==> config.mk <==
export PLATFORM = sky130hd
export DESIGN_NAME = button_scan_ctrl_flat
export DESIGN_NICKNAME = d
export VERILOG_FILES = /design/src/rtl/button_scan_ctrl_if.sv /design/src/rtl/button_scan_ctrl.sv /design/src/flat_wrapper.sv
export SDC_FILE = /design/constraint.sdc
export NUM_CORES = 1
export LEC_CHECK = 0
export ABC_AREA = 1
export CORE_MARGIN = 2
export CORE_UTILIZATION = 29
export CTS_CLUSTER_SIZE = 20
export DETAILED_ROUTE_END_ITERATION = 16
export HOLD_SLACK_MARGIN = 0.05
export PLACE_DENSITY_LB_ADDON = 0.12
export SYNTH_ARGS = -nofsm -noshare
export SYNTH_HDL_FRONTEND = slang
export SYNTH_SLANG_ARGS = --single-unit
==> constraint.sdc <==
create_clock -name clk -period 2.75 [get_ports clk]
set_input_delay 0.275 -clock clk [delete_from_list [all_inputs] [get_ports clk]]
set_output_delay 0.275 -clock clk [all_outputs]
set_load 0.02 [all_outputs]
==> src/rtl/button_scan_ctrl_if.sv <==
// Purpose: groups the button input and the debounced/event outputs of button_scan_ctrl.
// Ports: btn_i (raw levels), level_o, press_o, release_o, repeat_o (per-button), busy_o.
// master = controller side (drives events), slave = consumer side (drives raw buttons).
interface button_scan_ctrl_if #(
  parameter int N_BTN = 4
);
  logic [N_BTN-1:0] btn_i;
  logic [N_BTN-1:0] level_o;
  logic [N_BTN-1:0] press_o;
  logic [N_BTN-1:0] release_o;
  logic [N_BTN-1:0] repeat_o;
  logic             busy_o;

  modport master (
    input  btn_i,
    output level_o, press_o, release_o, repeat_o, busy_o
  );

  modport slave (
    output btn_i,
    input  level_o, press_o, release_o, repeat_o, busy_o
  );
endinterface

==> src/rtl/button_scan_ctrl.sv <==
// Purpose: time-multiplexed debouncer for N_BTN buttons with press/release/auto-repeat pulses.
// Latency: each button is visited once per SAMPLE_DIV clocks; event pulses are registered, 1 clock wide.
// Ports: clk, reset (sync, active-high), bus (master modport: btn_i in; level/press/release/repeat/busy out).
module button_scan_ctrl #(
  parameter int N_BTN        = 4,
  parameter int HIST_LEN     = 8,
  parameter int SAMPLE_DIV   = 1024,
  parameter int REPEAT_DELAY = 32,
  parameter int REPEAT_RATE  = 8
) (
  input  logic                clk,
  input  logic                reset,
  button_scan_ctrl_if.master  bus
);

  localparam int CNT_W   = (SAMPLE_DIV > 2) ? $clog2(SAMPLE_DIV) : 1;
  localparam int IDX_W   = (N_BTN > 1) ? $clog2(N_BTN) : 1;
  localparam int REP_MAX = (REPEAT_DELAY > REPEAT_RATE) ? REPEAT_DELAY : REPEAT_RATE;
  localparam int REP_W   = $clog2(REP_MAX + 1);

  typedef enum logic {IDLE, SCAN} state_t;

  // Two-flop synchronizer; btn_s_q is the synchronized button vector.
  logic [N_BTN-1:0]    sync1_q;
  logic [N_BTN-1:0]    btn_s_q;

  logic [CNT_W-1:0]    cnt_q, cnt_d;
  state_t              state_q, state_d;
  logic [IDX_W-1:0]    idx_q, idx_d;
  logic [HIST_LEN-1:0] hist_q [N_BTN];
  logic [HIST_LEN-1:0] hist_d [N_BTN];
  logic [REP_W-1:0]    rep_q  [N_BTN];
  logic [REP_W-1:0]    rep_d  [N_BTN];
  logic [N_BTN-1:0]    level_q, level_d;
  logic [N_BTN-1:0]    press_q, press_d;
  logic [N_BTN-1:0]    release_q, release_d;
  logic [N_BTN-1:0]    repeat_q, repeat_d;
  logic                busy_q;

  logic                tick;
  logic [HIST_LEN-1:0] h;

  assign tick = (cnt_q == CNT_W'(SAMPLE_DIV - 1));

  // History of the button being visited, including this visit's sample.
  assign h = {hist_q[idx_q][HIST_LEN-2:0], btn_s_q[idx_q]};

  always_comb begin
    cnt_d     = tick ? '0 : cnt_q + CNT_W'(1);
    state_d   = state_q;
    idx_d     = idx_q;
    hist_d    = hist_q;
    rep_d     = rep_q;
    level_d   = level_q;
    press_d   = '0;
    release_d = '0;
    repeat_d  = '0;

    case (state_q)
      IDLE: begin
        if (tick) begin
          state_d = SCAN;
          idx_d   = '0;
        end
      end
      SCAN: begin
        hist_d[idx_q] = h;
        if (level_q[idx_q]) begin
          // Held button: a release can only happen here, and the repeat
          // countdown runs on every visit where the level was high.
          if (~|h) begin
            level_d[idx_q]   = 1'b0;
            release_d[idx_q] = 1'b1;
          end
          if (rep_q[idx_q] == REP_W'(1)) begin
            repeat_d[idx_q] = 1'b1;
            rep_d[idx_q]    = REP_W'(REPEAT_RATE);
          end else if (rep_q[idx_q] != '0) begin
            rep_d[idx_q] = rep_q[idx_q] - REP_W'(1);
          end
        end else if (&h) begin
          level_d[idx_q] = 1'b1;
          press_d[idx_q] = 1'b1;
          rep_d[idx_q]   = REP_W'(REPEAT_DELAY);
        end

        if (idx_q == IDX_W'(N_BTN - 1)) begin
          state_d = IDLE;
          idx_d   = '0;
        end else begin
          idx_d = idx_q + IDX_W'(1);
        end
      end
      default: begin
        state_d = IDLE;
        idx_d   = '0;
      end
    endcase
  end

  always_ff @(posedge clk) begin
    if (reset) begin
      sync1_q   <= '0;
      btn_s_q   <= '0;
      cnt_q     <= '0;
      state_q   <= IDLE;
      idx_q     <= '0;
      level_q   <= '0;
      press_q   <= '0;
      release_q <= '0;
      repeat_q  <= '0;
      busy_q    <= 1'b0;
      for (int i = 0; i < N_BTN; i++) begin
        hist_q[i] <= '0;
        rep_q[i]  <= '0;
      end
    end else begin
      sync1_q   <= bus.btn_i;
      btn_s_q   <= sync1_q;
      cnt_q     <= cnt_d;
      state_q   <= state_d;
      idx_q     <= idx_d;
      level_q   <= level_d;
      press_q   <= press_d;
      release_q <= release_d;
      repeat_q  <= repeat_d;
      // Registered from the next state so busy tracks state_q exactly.
      busy_q    <= (state_d == SCAN);
      hist_q    <= hist_d;
      rep_q     <= rep_d;
    end
  end

  assign bus.level_o   = level_q;
  assign bus.press_o   = press_q;
  assign bus.release_o = release_q;
  assign bus.repeat_o  = repeat_q;
  assign bus.busy_o    = busy_q;

endmodule

==> src/flat_wrapper.sv <==
// flat-port wrapper written by rule: the top's interface ports become plain ports
module button_scan_ctrl_flat 
#(
  parameter int N_BTN        = 4,
  parameter int HIST_LEN     = 8,
  parameter int SAMPLE_DIV   = 1024,
  parameter int REPEAT_DELAY = 32,
  parameter int REPEAT_RATE  = 8
)
  (clk, reset, bus_btn_i, bus_level_o, bus_press_o, bus_release_o, bus_repeat_o, bus_busy_o);
  button_scan_ctrl_if #(.N_BTN(N_BTN)) bus_i ();
  input  logic clk;
  input  logic reset;
  input wire logic [$bits(bus_i.btn_i)-1:0] bus_btn_i;
  output wire logic [$bits(bus_i.level_o)-1:0] bus_level_o;
  output wire logic [$bits(bus_i.press_o)-1:0] bus_press_o;
  output wire logic [$bits(bus_i.release_o)-1:0] bus_release_o;
  output wire logic [$bits(bus_i.repeat_o)-1:0] bus_repeat_o;
  output wire logic [$bits(bus_i.busy_o)-1:0] bus_busy_o;
  assign bus_i.btn_i = bus_btn_i;
  assign bus_level_o = bus_i.level_o;
  assign bus_press_o = bus_i.press_o;
  assign bus_release_o = bus_i.release_o;
  assign bus_repeat_o = bus_i.repeat_o;
  assign bus_busy_o = bus_i.busy_o;
  button_scan_ctrl #(.N_BTN(N_BTN), .HIST_LEN(HIST_LEN), .SAMPLE_DIV(SAMPLE_DIV), .REPEAT_DELAY(REPEAT_DELAY), .REPEAT_RATE(REPEAT_RATE)) u_core (.clk(clk), .reset(reset), .bus(bus_i));
endmodule
==> Yosys cells after proc, flatten, opt, wreduce, memory -nomap -nowiden <==
Cells that the tools add are included.
{ "word_totals": {"reg_bits": 93, "input_bits": 6, "output_inout_bits": 17, "elab_cells": 87} }
{ "op_classes": {"n_addsub": 3, "n_lt_le_gt_ge": 4, "n_eq_ne": 6, "mux": 31, "n_bitwise": 14, "reduce_logical": 12} }
{ "ops": {"columns": ["cell", "n"], "rows": [
  ["24-bit two-way mux", 4],
  ["20-bit bitwise AND", 2],
  ["20-bit inverter", 2],
  ["32-bit bitwise mux", 1],
  ["24-bit bitwise mux", 1],
  ["6-bit two-way mux", 3],
  ["8-bit binary-select mux with 2-bit select", 1],
  ["8-bit demux with 2-bit select", 1],
  ["7-bit two-way mux", 2],
  ["6-bit binary-select mux with 2-bit select", 1],
  ["6-bit demux with 2-bit select", 1],
  ["4-bit two-way mux", 3],
  ["4-bit OR", 3],
  ["11-bit OR reduction", 1],
  ["10-bit by 1-bit adder with 10-bit output, second input constant", 1],
  ["10-bit equality test, second input constant", 1],
  ["8-bit two-way mux", 1],
  ["8-bit AND reduction", 1],
  ["4-bit OR reduction", 2],
  ["8-bit OR reduction", 1],
  ["6-bit by 1-bit equality test with 1-bit output, second input constant", 1],
  ["3-bit AND reduction", 2],
  ["6-bit nonzero test", 1],
  ["6-bit by 1-bit subtractor with 6-bit output, second input constant", 1],
  ["other kinds (22)", 32]
]} }

==> Depth between registers and ports, before layout <==
Gate-level depths: netlist of run 1.
{ "logic_depth": {"ltp_word": 9, "depth_mapped": 16, "mapped_depth_nobuf": 15} }

==> Least setup slack after synthesis of run 1 <==
No wires, ideal clock.
{ "synth_path": {"path_kind": "register to register", "from": "reg u_core.idx_q[0]", "to": "reg u_core.rep_q[5] in the netlist's numbering", "setup_time_ns": 0.118, "t_arrival_ns": 1.922, "required_ns": 2.632, "path_slack_ns": 0.710, "path_stages_with_launch": 16, "n_path_buf": 3, "period_less_slack_ns": 2.040, "cell_sequence": "dfxtp_1 > buf_6 > buf_6 > nand2_1 > nand3_1 > nand2_1 > inv_1 > ha_1 > inv_1 > nor2_4 > nand2_2 > buf_6 > nand3_2 > nand3_4 > nor3_1 > nor2_1"} }
{ "synth_via": {"elab_chain_len": 9, "elab_cells_between_ends": 31, "classes_between": "add/sub (1); order compare (2); eq/ne (2); mux (17); bitwise (4); reduce/logical (5)"} }
{ "synth_lines": {"columns": ["item", "line_no", "text"], "rows": [
  ["start, declared", "button_scan_ctrl.sv:29", "logic [IDX_W-1:0] idx_q, idx_d;"],
  ["start signal, assigned", "button_scan_ctrl.sv:122", "idx_q <= idx_d;"],
  ["2-bit inverter with 3-bit output (implied by the code)", null, null],
  ["6-bit binary-select mux with 2-bit select (tied with other cells)", "button_scan_ctrl.sv:75, button_scan_ctrl.sv:78, button_scan_ctrl.sv:79", null],
  ["6-bit two-way mux (implied by the code) or 1-bit logical AND (tied branches)", null, null],
  ["6-bit two-way mux, on equally long branches", null, null],
  ["6-bit by 1-bit subtractor with 6-bit output or 6-bit demux with 2-bit select (tied branches)", "button_scan_ctrl.sv:79, button_scan_ctrl.sv:77, button_scan_ctrl.sv:84", null],
  ["24-bit bitwise mux or 20-bit inverter (tied branches)", null, null],
  ["24-bit two-way mux or 20-bit bitwise AND (tied branches)", null, null],
  ["24-bit two-way mux", "button_scan_ctrl.sv:75", "if (rep_q[idx_q] == REP_W'(1)) begin"],
  ["24-bit two-way mux", "button_scan_ctrl.sv:68", "if (level_q[idx_q]) begin"],
  ["end signal, assigned", "button_scan_ctrl.sv:130", "rep_q <= rep_d;"],
  ["end, declared", "button_scan_ctrl.sv:32", "logic [REP_W-1:0] rep_q [N_BTN];"]
]} }
Parallel ways exist; a longest one is shown, timed or not. The select of a mux whose other input is x is not followed.
A chain may end at the register's enable or synchronous reset.

==> Worst setup path after layout of run 1 <==
{ "layout_path": {"from": "reg u_core.idx_q[0]", "to": "reg u_core.rep_q[16] in the netlist's numbering"} }
{ "layout_via": {"elab_chain_len": 9, "elab_cells_between_ends": 32, "classes_between": "add/sub (1); order compare (2); eq/ne (2); mux (17); bitwise (5); reduce/logical (5)"} }
{ "layout_lines": {"columns": ["item", "line_no"], "rows": [
  ["2-bit inverter with 3-bit output (implied by the code)", null],
  ["6-bit binary-select mux with 2-bit select (tied with other cells)", "button_scan_ctrl.sv:75, button_scan_ctrl.sv:78, button_scan_ctrl.sv:79"],
  ["6-bit two-way mux (implied by the code) or 1-bit logical AND (tied branches)", null],
  ["6-bit two-way mux, on equally long branches", null],
  ["6-bit by 1-bit subtractor with 6-bit output or 6-bit demux with 2-bit select (tied branches)", "button_scan_ctrl.sv:79, button_scan_ctrl.sv:77, button_scan_ctrl.sv:84"],
  ["24-bit bitwise mux or 20-bit inverter (tied branches)", null],
  ["24-bit two-way mux or 20-bit bitwise AND (tied branches)", null],
  ["24-bit two-way mux, on equally long branches", "button_scan_ctrl.sv:75, button_scan_ctrl.sv:81"],
  ["24-bit two-way mux", "button_scan_ctrl.sv:68"]
]} }
Parallel ways exist; a longest one is shown, timed or not. The select of a mux whose other input is x is not followed.

==> flow_summary_export.csv, run 1 <==
group,metric,value,unit
outcome,status,"finished clean",
clock_network,cts_buffer_depth,2,
die,dieArea,16440,sq um
timing,clock.fmax,0.4300,GHz
yosys,synth-seq-area-share,0.3982,
setup_path,cp-end-kind,"flop",
yosys,syn_nets,672,
placed_design,post-place-ws,0.4677,ns
global_route,grt_pass1_wl,19.64,mm
worst_hold_path,hold_start,"u_core.sync1_q[3]$_SDFF_PP0_",
die,die_h,128.2,microns
setup_path,r2r_cells,14,
cells_and_area,num_antenna_cells,0,
clock_network,cts_inserted_buffers,9,
timing,setup_viol,0,
yosys,netlist_area,4474,sq um
detailed_routing,via_per_inst,4.707,
detailed_routing,dr.first_iter.drc_count,328,
clock_network,clock_latency,0.35,ns
cells_and_area,layout_common_cells,"nand2_1 (187), dfxtp_1 (89), inv_1 (69)",
detailed_routing,drt-pass1-iter-count,6,
placed_design,dp_hpwl,8.579,mm
detailed_routing,drt-wirelength-per-cell,13.75,microns
timing,rsz0062_at_grt,"no",
yosys,ys_types,34,
clock_network,cts.clk_slew.worst_paths,0.06,ns
die,core,15150,sq um
power_and_ir_drop,leakagePower,2.117,nW
clock_network,cts-resized-gates,0,
power_and_ir_drop,p_switching,0.0005728,W
timing,worst_slack,0.4245,ns
global_route,track_usage,0.1526,
timing,setup-tns-final,0,ns
placed_design,dp_cells,854,
clock_network,cts_hold_buf,0,
clock_network,clock-root-buffer,"clkbuf_16",
detailed_routing,vias,4095,
timing,drv_slew,0,
die,num_rows,45,
timing,finClkSkew,0.01150,ns
setup_path,critPathKind,"reg -> reg",
placed_design,gp_congestion,0.8486,
clock_network,htree_levels,3,
yosys,synth_seq_cells,89,
yosys,syn_avg_cell_area,6.800,sq um
power_and_ir_drop,p_per_area,493.5,nW/um^2
worst_hold_path,hold_path.class,"reg -> reg",
power_and_ir_drop,p_clk_frac,0.466,
placed_design,port_buffers,22,
cells_and_area,drive_gt1_frac,0.09091,
die,die_x,128.2,microns
yosys,synth_top_area_share,0.3982,
timing,hold_viol,0,
detailed_routing,drc,0,
detailed_routing,ant_nets,0,
cells_and_area,finalNetCount,691,
power_and_ir_drop,ir_drop,0.2920,mV
cells_and_area,post-route-cell-area,5132,sq um
setup_path,crit-reg2reg-launch,"u_core.idx_q[0]$_SDFFE_PP0P_",
power_and_ir_drop,p_sw_frac,0.2262,
cells_and_area,synthToLayoutAreaGrowth,14.71,%
cells_and_area,final_core_util,0.3389,
power_and_ir_drop,intPower,0.001960,W
yosys,synth.area.top_cells,"dfxtp_1 (40%), nand2_1 (16%), nand3_1 (7.5%), inv_1 (5.8%), nor2_1 (5.0%)",
setup_path,required,3.00,ns
timing,post-route-period-util,0.8456,
clock_network,cts_tree,"yes",
clock_network,clock-sinks,89,
timing,worst_pin_slew,0.5886,ns
yosys,synth_area_leader_cell,"dfxtp_1",
die,io_pins,23,
setup_path,crit_fanout,13,
cells_and_area,fillers,1647,
cells_and_area,final_common_cell,"nand2_1",
timing,relSlewSlack,0.6052,
global_route,grt_overflow,0,
yosys,ys_warn_count,0,
detailed_routing,wl,11.97,mm
global_route,grt_antenna_before_repair,0,
setup_path,crit_arrival,2.58,ns
cells_and_area,layout.cells.non_filler,870,
setup_path,cp-start-kind,"flop",
yosys,syn-instance-count,658,
die,initial_core_util,0.2954,
global_route,grt_pass1_vias,3794,
power_and_ir_drop,power_frac_seq,0.514,
clock_network,postCtsSetupRepairBufs,0,
placed_design,placed_area,4853,sq um
worst_hold_path,min_path_cells,2,
setup_path,startpoint,"u_core.idx_q[0]$_SDFFE_PP0P_",
global_route,grt_max_degree,28,
timing,min_period,2.325,ns
power_and_ir_drop,pwr-share-comb,0.020,
flow_run,max_cap_violations,0,
-- layout make-up --
| class | instances | area [sq um] | area share |
|---|---|---|---|
| tap | 188 | 235.2 | 0.04583 |
| clock inverter | 5 | 36.28 | 0.007070 |
| clock buffer | 11 | 242.7 | 0.04729 |
| timing repair buffer | 38 | 340.3 | 0.06631 |
| sequential | 89 | 1782 | 0.3471 |
| multi-input combinational | 460 | 2197 | 0.4281 |
| inverter | 79 | 299.0 | 0.05826 |
-- Yosys cell counts --
cell / instances
nor3_1: 12
o211ai_1: 1
ha_1: 8
nor2_1: 60
xor2_1: 2
buf_6: 7
buf_8: 1
a21oi_2: 3
buf_4: 5
nor2_4: 1
inv_1: 69
or3_1: 1
nand4_1: 8
o21ai_0: 41
nand3_1: 67
o22ai_1: 4
a21oi_1: 40
buf_2: 1
a211oi_1: 1
dfxtp_1: 89
inv_2: 7
clkbuf_1: 16
or2_2: 3
clkinv_1: 2
inv_4: 1
o21bai_1: 2
nand2_2: 8
xnor2_1: 1
nand3b_1: 1
nand2_1: 187
nand3_2: 3
a31oi_1: 1
nand3_4: 4
nand2_4: 1
-- logic make-up after synthesis --
logic type               Yosys count  share of synthesized area
AND/OR/NAND/NOR                  356                     0.3526
buffers and inverters            109                     0.1107
AO/OA/AOI/OAI                     93                     0.1102
flip-flops                        89                     0.3982
adder cells (fa/ha/maj)            8                    0.02237
XOR/XNOR                           3                   0.005874
-- worst paths after layout --
check / slack, ns / end
setup reg to reg: 0.42 / u_core.rep_q[16]$_SDFFE_PP0P_
setup / recovery: 0.42 / u_core.rep_q[16]$_SDFFE_PP0P_
hold reg to reg: 0.40 / u_core.btn_s_q[3]$_SDFF_PP0_
hold / removal: 0.40 / u_core.btn_s_q[3]$_SDFF_PP0_
-- state kept, by name, indices dropped and copies added (netlist names), named ones only --
signal / cells
u_core.btn_s_q: 4
u_core.bus.press_o: 4
u_core.bus.release_o: 4
u_core.bus.repeat_o: 4
u_core.cnt_q: 10
u_core.hist_q: 28
u_core.idx_q: 2
u_core.rep_q: 24
u_core.state_q: 1
u_core.sync1_q: 4
-- per-stage QoR --
stage          hold slack [ns]  total power (W)
5_1_grt                 0.4320         0.002637
4_1_cts                 0.4013         0.002572
3_5_place_dp            0.3920         0.001382
3_3_place_gp            0.3952         0.001382
2_1_floorplan           0.3820         0.001360
6_report                0.4011         0.002533
-- layer usage --
layer / GRT usage / part of all wire / vias up
met5: 0 / 0 / -
met4: 0.06529 / 0.021 / 0
met3: 0.02588 / 0.039 / 17
met2: 0.2256 / 0.42 / 91
met1: 0.2177 / 0.52 / 1849
li1: - / - / 2138
-- worst max-delay path, cell delays in order, from the launching register on --
cell      delay (ns)
dfxtp_1         0.33
buf_4           0.18
nand2_1         0.07
nand3_1         0.07
nand2_1         0.21
inv_1           0.07
ha_1            0.21
nand3_1         0.10
nand4_1         0.26
nand2_1         0.16
clkinv_1        0.24
nand2_1         0.16
nand2_1         0.07
inv_1           0.05
nor2_1          0.03
-- power groups by stage --
| stage | combinational [W] | clock, W | sequential (W) |
|---|---|---|---|
| 2_1_floorplan | 0.0000299 | 0 | 0.00133 |
| 3_3_place_gp | 0.0000517 | 0 | 0.00133 |
| 3_5_place_dp | 0.0000515 | 0 | 0.00133 |
| 4_1_cts | 0.0000517 | 0.00122 | 0.00130 |
| 5_1_grt | 0.0000577 | 0.00128 | 0.00130 |
| 6_report | 0.0000505 | 0.00118 | 0.00130 |
Note: power is estimated with default switching activity, not from simulation.
==> run 2: changes to the inputs <==
- clock period: 2.75 -> 2.3 ns (I/O delays scaled with it)
==> flow_summary_export.csv, run 2 (synthesized netlist as in run 1, its figures left out) <==
group,metric,value,unit
setup_path,cp.depth,14,
detailed_routing,drt-pass1-iter-count,4,
detailed_routing,via_per_inst,4.769,
setup_path,cp-start-kind,"flop",
timing,min_period,2.097,ns
detailed_routing,dr.first_iter.drc_count,169,
clock_network,cts_hold_buf,0,
placed_design,gp_congestion,0.8419,
worst_hold_path,hold_path.class,"reg -> reg",
cells_and_area,synthToLayoutAreaGrowth,18.26,%
setup_path,reg2reg_to,"u_core.rep_q[9]$_SDFFE_PP0P_",
cells_and_area,finalNetCount,703,
global_route,track_usage,0.1594,
outcome,status,"finished clean",
power_and_ir_drop,leakagePower,2.186,nW
detailed_routing,wl_met1,5.992,mm
die,num_rows,45,
cells_and_area,post-route-cell-area,5291,sq um
setup_path,crit-reg2reg-launch,"u_core.idx_q[0]$_SDFFE_PP0P_",
detailed_routing,drc,0,
clock_network,postCtsSetupRepairBufs,0,
setup_path,cp_cell_sequence,"buf_12, nand2_1, nand3_1, nand2_1, ha_1, inv_1, nor2_4, nand2_2, buf_12, nand3_1, nand3_4, inv_2, nand2_1, a21oi_1",
timing,rsz0062_at_grt,"no",
setup_path,cp-end-kind,"flop",
setup_path,cpMostUsedCell,"nand2_1",
setup_path,crit_arrival,2.32,ns
setup_path,required,2.53,ns
timing,setup-tns-final,0,ns
detailed_routing,vias,4206,
flow_run,max_cap_violations,0,
timing,post-route-period-util,0.9117,
cells_and_area,final_common_cell,"nand2_1",
die,io_pins,23,
timing,finClkSkew,0.009442,ns
cells_and_area,largest_reg_flops,28,
clock_network,cts_tree,"yes",
clock_network,htree_levels,3,
power_and_ir_drop,ir_drop,0.3340,mV
timing,drv_slew,0,
clock_network,clock-root-buffer,"clkbuf_16",
setup_path,startpoint,"u_core.idx_q[0]$_SDFFE_PP0P_",
placed_design,dp_hpwl,8.863,mm
setup_path,reg2reg_slack,0.20,ns
die,die_x,128.2,microns
timing,hold_viol,0,
placed_design,port_buffers,22,
timing,fin_worst_hold_slack,0.3899,ns
global_route,grt_pass1_vias,3954,
power_and_ir_drop,power.total,0.003152,W
setup_path,critical-path-top-delay-family,"simple AND/OR/NAND/NOR gates",
setup_path,crit_fanout,17,
die,dieArea,16440,sq um
cells_and_area,layout_common_cells,"nand2_1 (187), dfxtp_1 (87), inv_1 (69)",
setup_path,r2r_cells,14,
setup_path,crit_path_end,"u_core.rep_q[9]$_SDFFE_PP0P_",
setup_path,critPathKind,"reg -> reg",
cells_and_area,num_antenna_cells,0,
clock_network,clock_latency,0.36,ns
detailed_routing,wl,12.49,mm
timing,clock.fmax,0.4769,GHz
cells_and_area,final_core_util,0.3494,
detailed_routing,drt-wirelength-per-cell,14.16,microns
setup_path,crit_path_top_delay_cell,"dfxtp_2",
die,die_h,128.2,microns
detailed_routing,dr.max_layer_used,"met4",
cells_and_area,drive_gt1_frac,0.1110,
die,initial_core_util,0.2954,
detailed_routing,wl_met2,5.678,mm
global_route,grt_max_degree,38,
clock_network,cts.clk_slew.worst_paths,0.07,ns
die,core,15150,sq um
setup_path,critPathBufInv,4,
clock_network,cts_buffer_depth,2,
cells_and_area,reg.largest.list,"u_core.hist_q (28), u_core.rep_q (24), u_core.cnt_q (10)",
global_route,grt_pass1_wl,20.46,mm
global_route,grt_overflow,0,
detailed_routing,ant_nets,0,
detailed_routing,wl_met3,444,microns
placed_design,placed_area,4969,sq um
clock_network,clock-sinks,89,
cells_and_area,largest-register,"u_core.hist_q",
clock_network,cts_inserted_buffers,9,
global_route,grt_antenna_before_repair,0,
setup_path,worst_path_largest_cell_delay,0.39,ns
power_and_ir_drop,p_per_area,595.6,nW/um^2
timing,worst_pin_slew,0.4725,ns
timing,relSlewSlack,0.6847,
timing,setup_viol,0,
[run 2: cell count changes in the layout (fill, tap and decap cells not counted), moves of 2 or more]
cell / delta
inv_6: -2
dfxtp_1: -2
buf_4: +8
buf_6: +2
clkinv_2: -2
dfxtp_2: +2
clkinvlp_4: +2
buf_12: +2
[run 2: how the worst min path moves through the flow]
stage / from / to / slack, ns / cells after the start
floorplan: bus_btn_i[0] / u_core.sync1_q[0]$_SDFF_PP0_ / 0.34 / 2
global placement: u_core.sync1_q[3]$_SDFF_PP0_ / u_core.btn_s_q[3]$_SDFF_PP0_ / 0.40 / 2
detailed placement: u_core.sync1_q[1]$_SDFF_PP0_ / u_core.btn_s_q[1]$_SDFF_PP0_ / 0.39 / 2
CTS: u_core.sync1_q[1]$_SDFF_PP0_ / u_core.btn_s_q[1]$_SDFF_PP0_ / 0.39 / 2
global route: u_core.sync1_q[1]$_SDFF_PP0_ / u_core.btn_s_q[1]$_SDFF_PP0_ / 0.40 / 2
finish: u_core.sync1_q[1]$_SDFF_PP0_ / u_core.btn_s_q[1]$_SDFF_PP0_ / 0.39 / 2
[run 2: layout make-up]
class / instances / area (sq um)
inverters: 79 / 301.5
clock inverters: 5 / 62.56
multi-input cells: 460 / 2202
clock buffers: 11 / 242.7
flip-flops and latches: 89 / 1784
repair buffers: 50 / 462.9
well taps: 188 / 235.2
fillers: 1611 / 9854
[run 2: layer usage]
layer	track usage	vias to the layer above
li1	-	2164
met1	0.2126	1938
met5	0	-
met2	0.2516	81
met3	0.02462	23
met4	0.07692	0
[run 2: repair_timing]
item,CTS,global route
endpoints found under the hold margin,0,0
endpoints found under the setup margin,0,26
resized for setup,0,6
[run 2: worst min-delay path, stage by stage, from the launching register on]
cell and delay [ns]:
dfxtp_1 0.29, inv_1 0.04, nor2_1 0.03
[run 2: report_power, final]
group	leakage [nW]	internal, W	switching [W]
Sequential	0.720	0.00155	0.00000422
Clock	0.142	0.000878	0.000657
Combinational	1.32	0.0000211	0.0000396
Total	2.19	0.00245	0.000701
[run 2: per-stage QoR]
stage,instances,setup WS (ns)
after detailed placement,866,0.07918
after CTS,882,0.06221
after floorplan,658,0.2605
after global placement,866,0.1086
after global routing,882,0.001555
final,882,0.2030
==> run 3: changes to the inputs <==
--- a/config.mk
+++ b/config.mk
@@ -7,4 +7,5 @@
 export LEC_CHECK = 0
 export ABC_AREA = 1
+export CORE_ASPECT_RATIO = 1.4
 export CORE_MARGIN = 2
 export CORE_UTILIZATION = 29
==> constraint.sdc (replaced) <==
create_clock -name clk -period 2.3 [get_ports clk]
set_input_delay 0.23 -clock clk [delete_from_list [all_inputs] [get_ports clk]]
set_output_delay 0.23 -clock clk [all_outputs]
set_load 0.1 [all_outputs]
==> flow_summary_export.csv, run 3 (synthesized netlist as in run 1, its figures left out) <==
group,metric,value,unit
cells_and_area,reg.largest.list,"u_core.hist_q (28), u_core.rep_q (24), u_core.cnt_q (10)",
cells_and_area,final_common_cell,"nand2_1",
clock_network,htree_levels,3,
power_and_ir_drop,ir_drop,0.2893,mV
timing,clock.fmax,0.4669,GHz
clock_network,clock-sinks,89,
worst_hold_path,min_path_cells,3,
cells_and_area,num_antenna_cells,0,
die,die_h,151.0,microns
die,core,15050,sq um
outcome,status,"finished clean",
setup_path,cpMostUsedCell,"nand2_1",
setup_path,cp-end-kind,"flop",
detailed_routing,vias,4191,
clock_network,clock-root-buffer,"clkbuf_16",
clock_network,cts.clk_slew.worst_paths,0.07,ns
cells_and_area,layout_common_cells,"nand2_1 (186), dfxtp_1 (87), inv_1 (69)",
setup_path,crit_arrival,2.39,ns
worst_hold_path,min_to,"u_core.sync1_q[1]$_SDFF_PP0_",
clock_network,postCtsSetupRepairBufs,0,
global_route,grt_max_degree,41,
timing,post-route-period-util,0.9313,
setup_path,worst_path_largest_cell_delay,0.37,ns
timing,setup-tns-final,0,ns
detailed_routing,via_per_inst,4.720,
setup_path,reg2reg_slack,0.16,ns
setup_path,r2r_cells,15,
global_route,grt_antenna_before_repair,0,
clock_network,clock_latency,0.36,ns
detailed_routing,drt-wirelength-per-cell,14.10,microns
cells_and_area,finalNetCount,705,
flow_run,max_cap_violations,0,
clock_network,cts_inserted_buffers,9,
setup_path,reg2reg_to,"u_core.rep_q[13]$_SDFFE_PP0P_",
setup_path,required,2.55,ns
global_route,grt_overflow,0,
placed_design,port_buffers,22,
placed_design,dp_hpwl,8.839,mm
timing,finClkSkew,0.01200,ns
setup_path,startpoint,"u_core.idx_q[0]$_SDFFE_PP0P_",
setup_path,critPathKind,"reg -> reg",
die,die_x,109.0,microns
global_route,track_usage,0.1611,
timing,setup_viol,0,
cells_and_area,drive_gt1_frac,0.1422,
timing,worst_slack,0.1580,ns
timing,drv_slew,0,
cells_and_area,largest_reg_flops,28,
power_and_ir_drop,leakagePower,2.240,nW
detailed_routing,dr.first_iter.drc_count,204,
die,io_pins,23,
die,num_rows,53,
detailed_routing,drc,0,
die,dieArea,16450,sq um
timing,hold_viol,0,
global_route,grt_pass1_wl,20.31,mm
cells_and_area,synthToLayoutAreaGrowth,18.82,%
placed_design,placed_area,4943,sq um
clock_network,cts_buffer_depth,2,
setup_path,cp_cell_sequence,"buf_12, nand2_1, nand3_1, nand2_1, buf_4, ha_1, inv_1, nor2_1, nand4_1, nand2_2, clkinvlp_4, nand2_1, nand2_1, inv_1, nor2_1",
setup_path,crit-reg2reg-launch,"u_core.idx_q[0]$_SDFFE_PP0P_",
timing,relSlewSlack,0.6715,
setup_path,crit_path_top_delay_cell,"dfxtp_4",
setup_path,cp-start-kind,"flop",
cells_and_area,final_core_util,0.3532,
detailed_routing,drt-pass1-iter-count,4,
timing,min_period,2.142,ns
setup_path,crit_fanout,20,
detailed_routing,wl,12.52,mm
die,initial_core_util,0.2972,
placed_design,gp_congestion,1.008,
detailed_routing,ant_nets,0,
placed_design,post-place-ws,0.05380,ns
clock_network,cts_hold_buf,0,
worst_hold_path,hold_path.class,"in -> reg",
timing,worst_pin_slew,0.4923,ns
power_and_ir_drop,p_per_area,597.5,nW/um^2
global_route,grt_pass1_vias,4062,
timing,rsz0062_at_grt,"yes",
cells_and_area,post-route-cell-area,5316,sq um
worst_hold_path,hold_start,"bus_btn_i[1]",
clock_network,cts_tree,"yes",
cells_and_area,largest-register,"u_core.hist_q",
[run 3: report_power, final]
| part | total [W] | leakage, nW | internal [W] | switching [W] |
|---|---|---|---|---|
| clock | 0.00156 | 0.147 | 0.000886 | 0.000679 |
| sequential | 0.00155 | 0.720 | 0.00155 | 0.00000426 |
| combinational | 0.0000577 | 1.37 | 0.0000207 | 0.0000370 |
| total | 0.00318 | 2.24 | 0.00246 | 0.000721 |
[run 3: repair_timing]
action	4_1_cts	5_1_grt
gates resized for setup	0	11
setup endpoints to repair	0	24
hold endpoints to repair	0	0
[run 3: cell type report]
type / instances / area (sq um)
multi-input cells: 460 / 2210
well taps: 192 / 240.2
repair buffers: 51 / 454.2
clock buffers: 10 / 239.0
inverters: 79 / 305.3
clock inverters: 6 / 73.82
fillers: 1639 / 9737
flip-flops and latches: 89 / 1787
repair inverters: 1 / 7.507
[run 3: how the worst max path moves through the flow]
stage | to | slack [ns] | depth (start not counted)
final | u_core.rep_q[13]$_SDFFE_PP0P_ | 0.16 | 15
after detailed placement | u_core.rep_q[17]$_SDFFE_PP0P_ | 0.05 | 13
after global routing | u_core.rep_q[16]$_SDFFE_PP0P_ | 0.003 | 15
after global placement | u_core.rep_q[17]$_SDFFE_PP0P_ | 0.07 | 13
after CTS | u_core.rep_q[17]$_SDFFE_PP0P_ | 0.04 | 13
after floorplan | u_core.rep_q[11]$_SDFFE_PP0P_ | 0.12 | 9
[run 3: worst max-delay path: cells and delay by family, from the launching register on]
kind                       cells  cell delay [ns]
DFF                            1             0.37
and+or+nand+nor                9             0.94
buffers and inverters          5             0.57
adders and majority gates      1             0.14
[run 3: per-layer routing]
layer	global-route usage	wire, microns
met5	0	0
met2	0.2789	6369
met4	0.06795	348
met3	0.03528	428
met1	0.1896	5372
[run 3: metrics by stage]
stage,cells,total power (W),hold WS [ns]
after floorplan,658,0.001626,0.3370
after global placement,870,0.001650,0.3998
after detailed placement,870,0.001650,0.4024
after CTS,886,0.003230,0.3733
after global routing,888,0.003282,0.3924
final,888,0.003177,0.3898
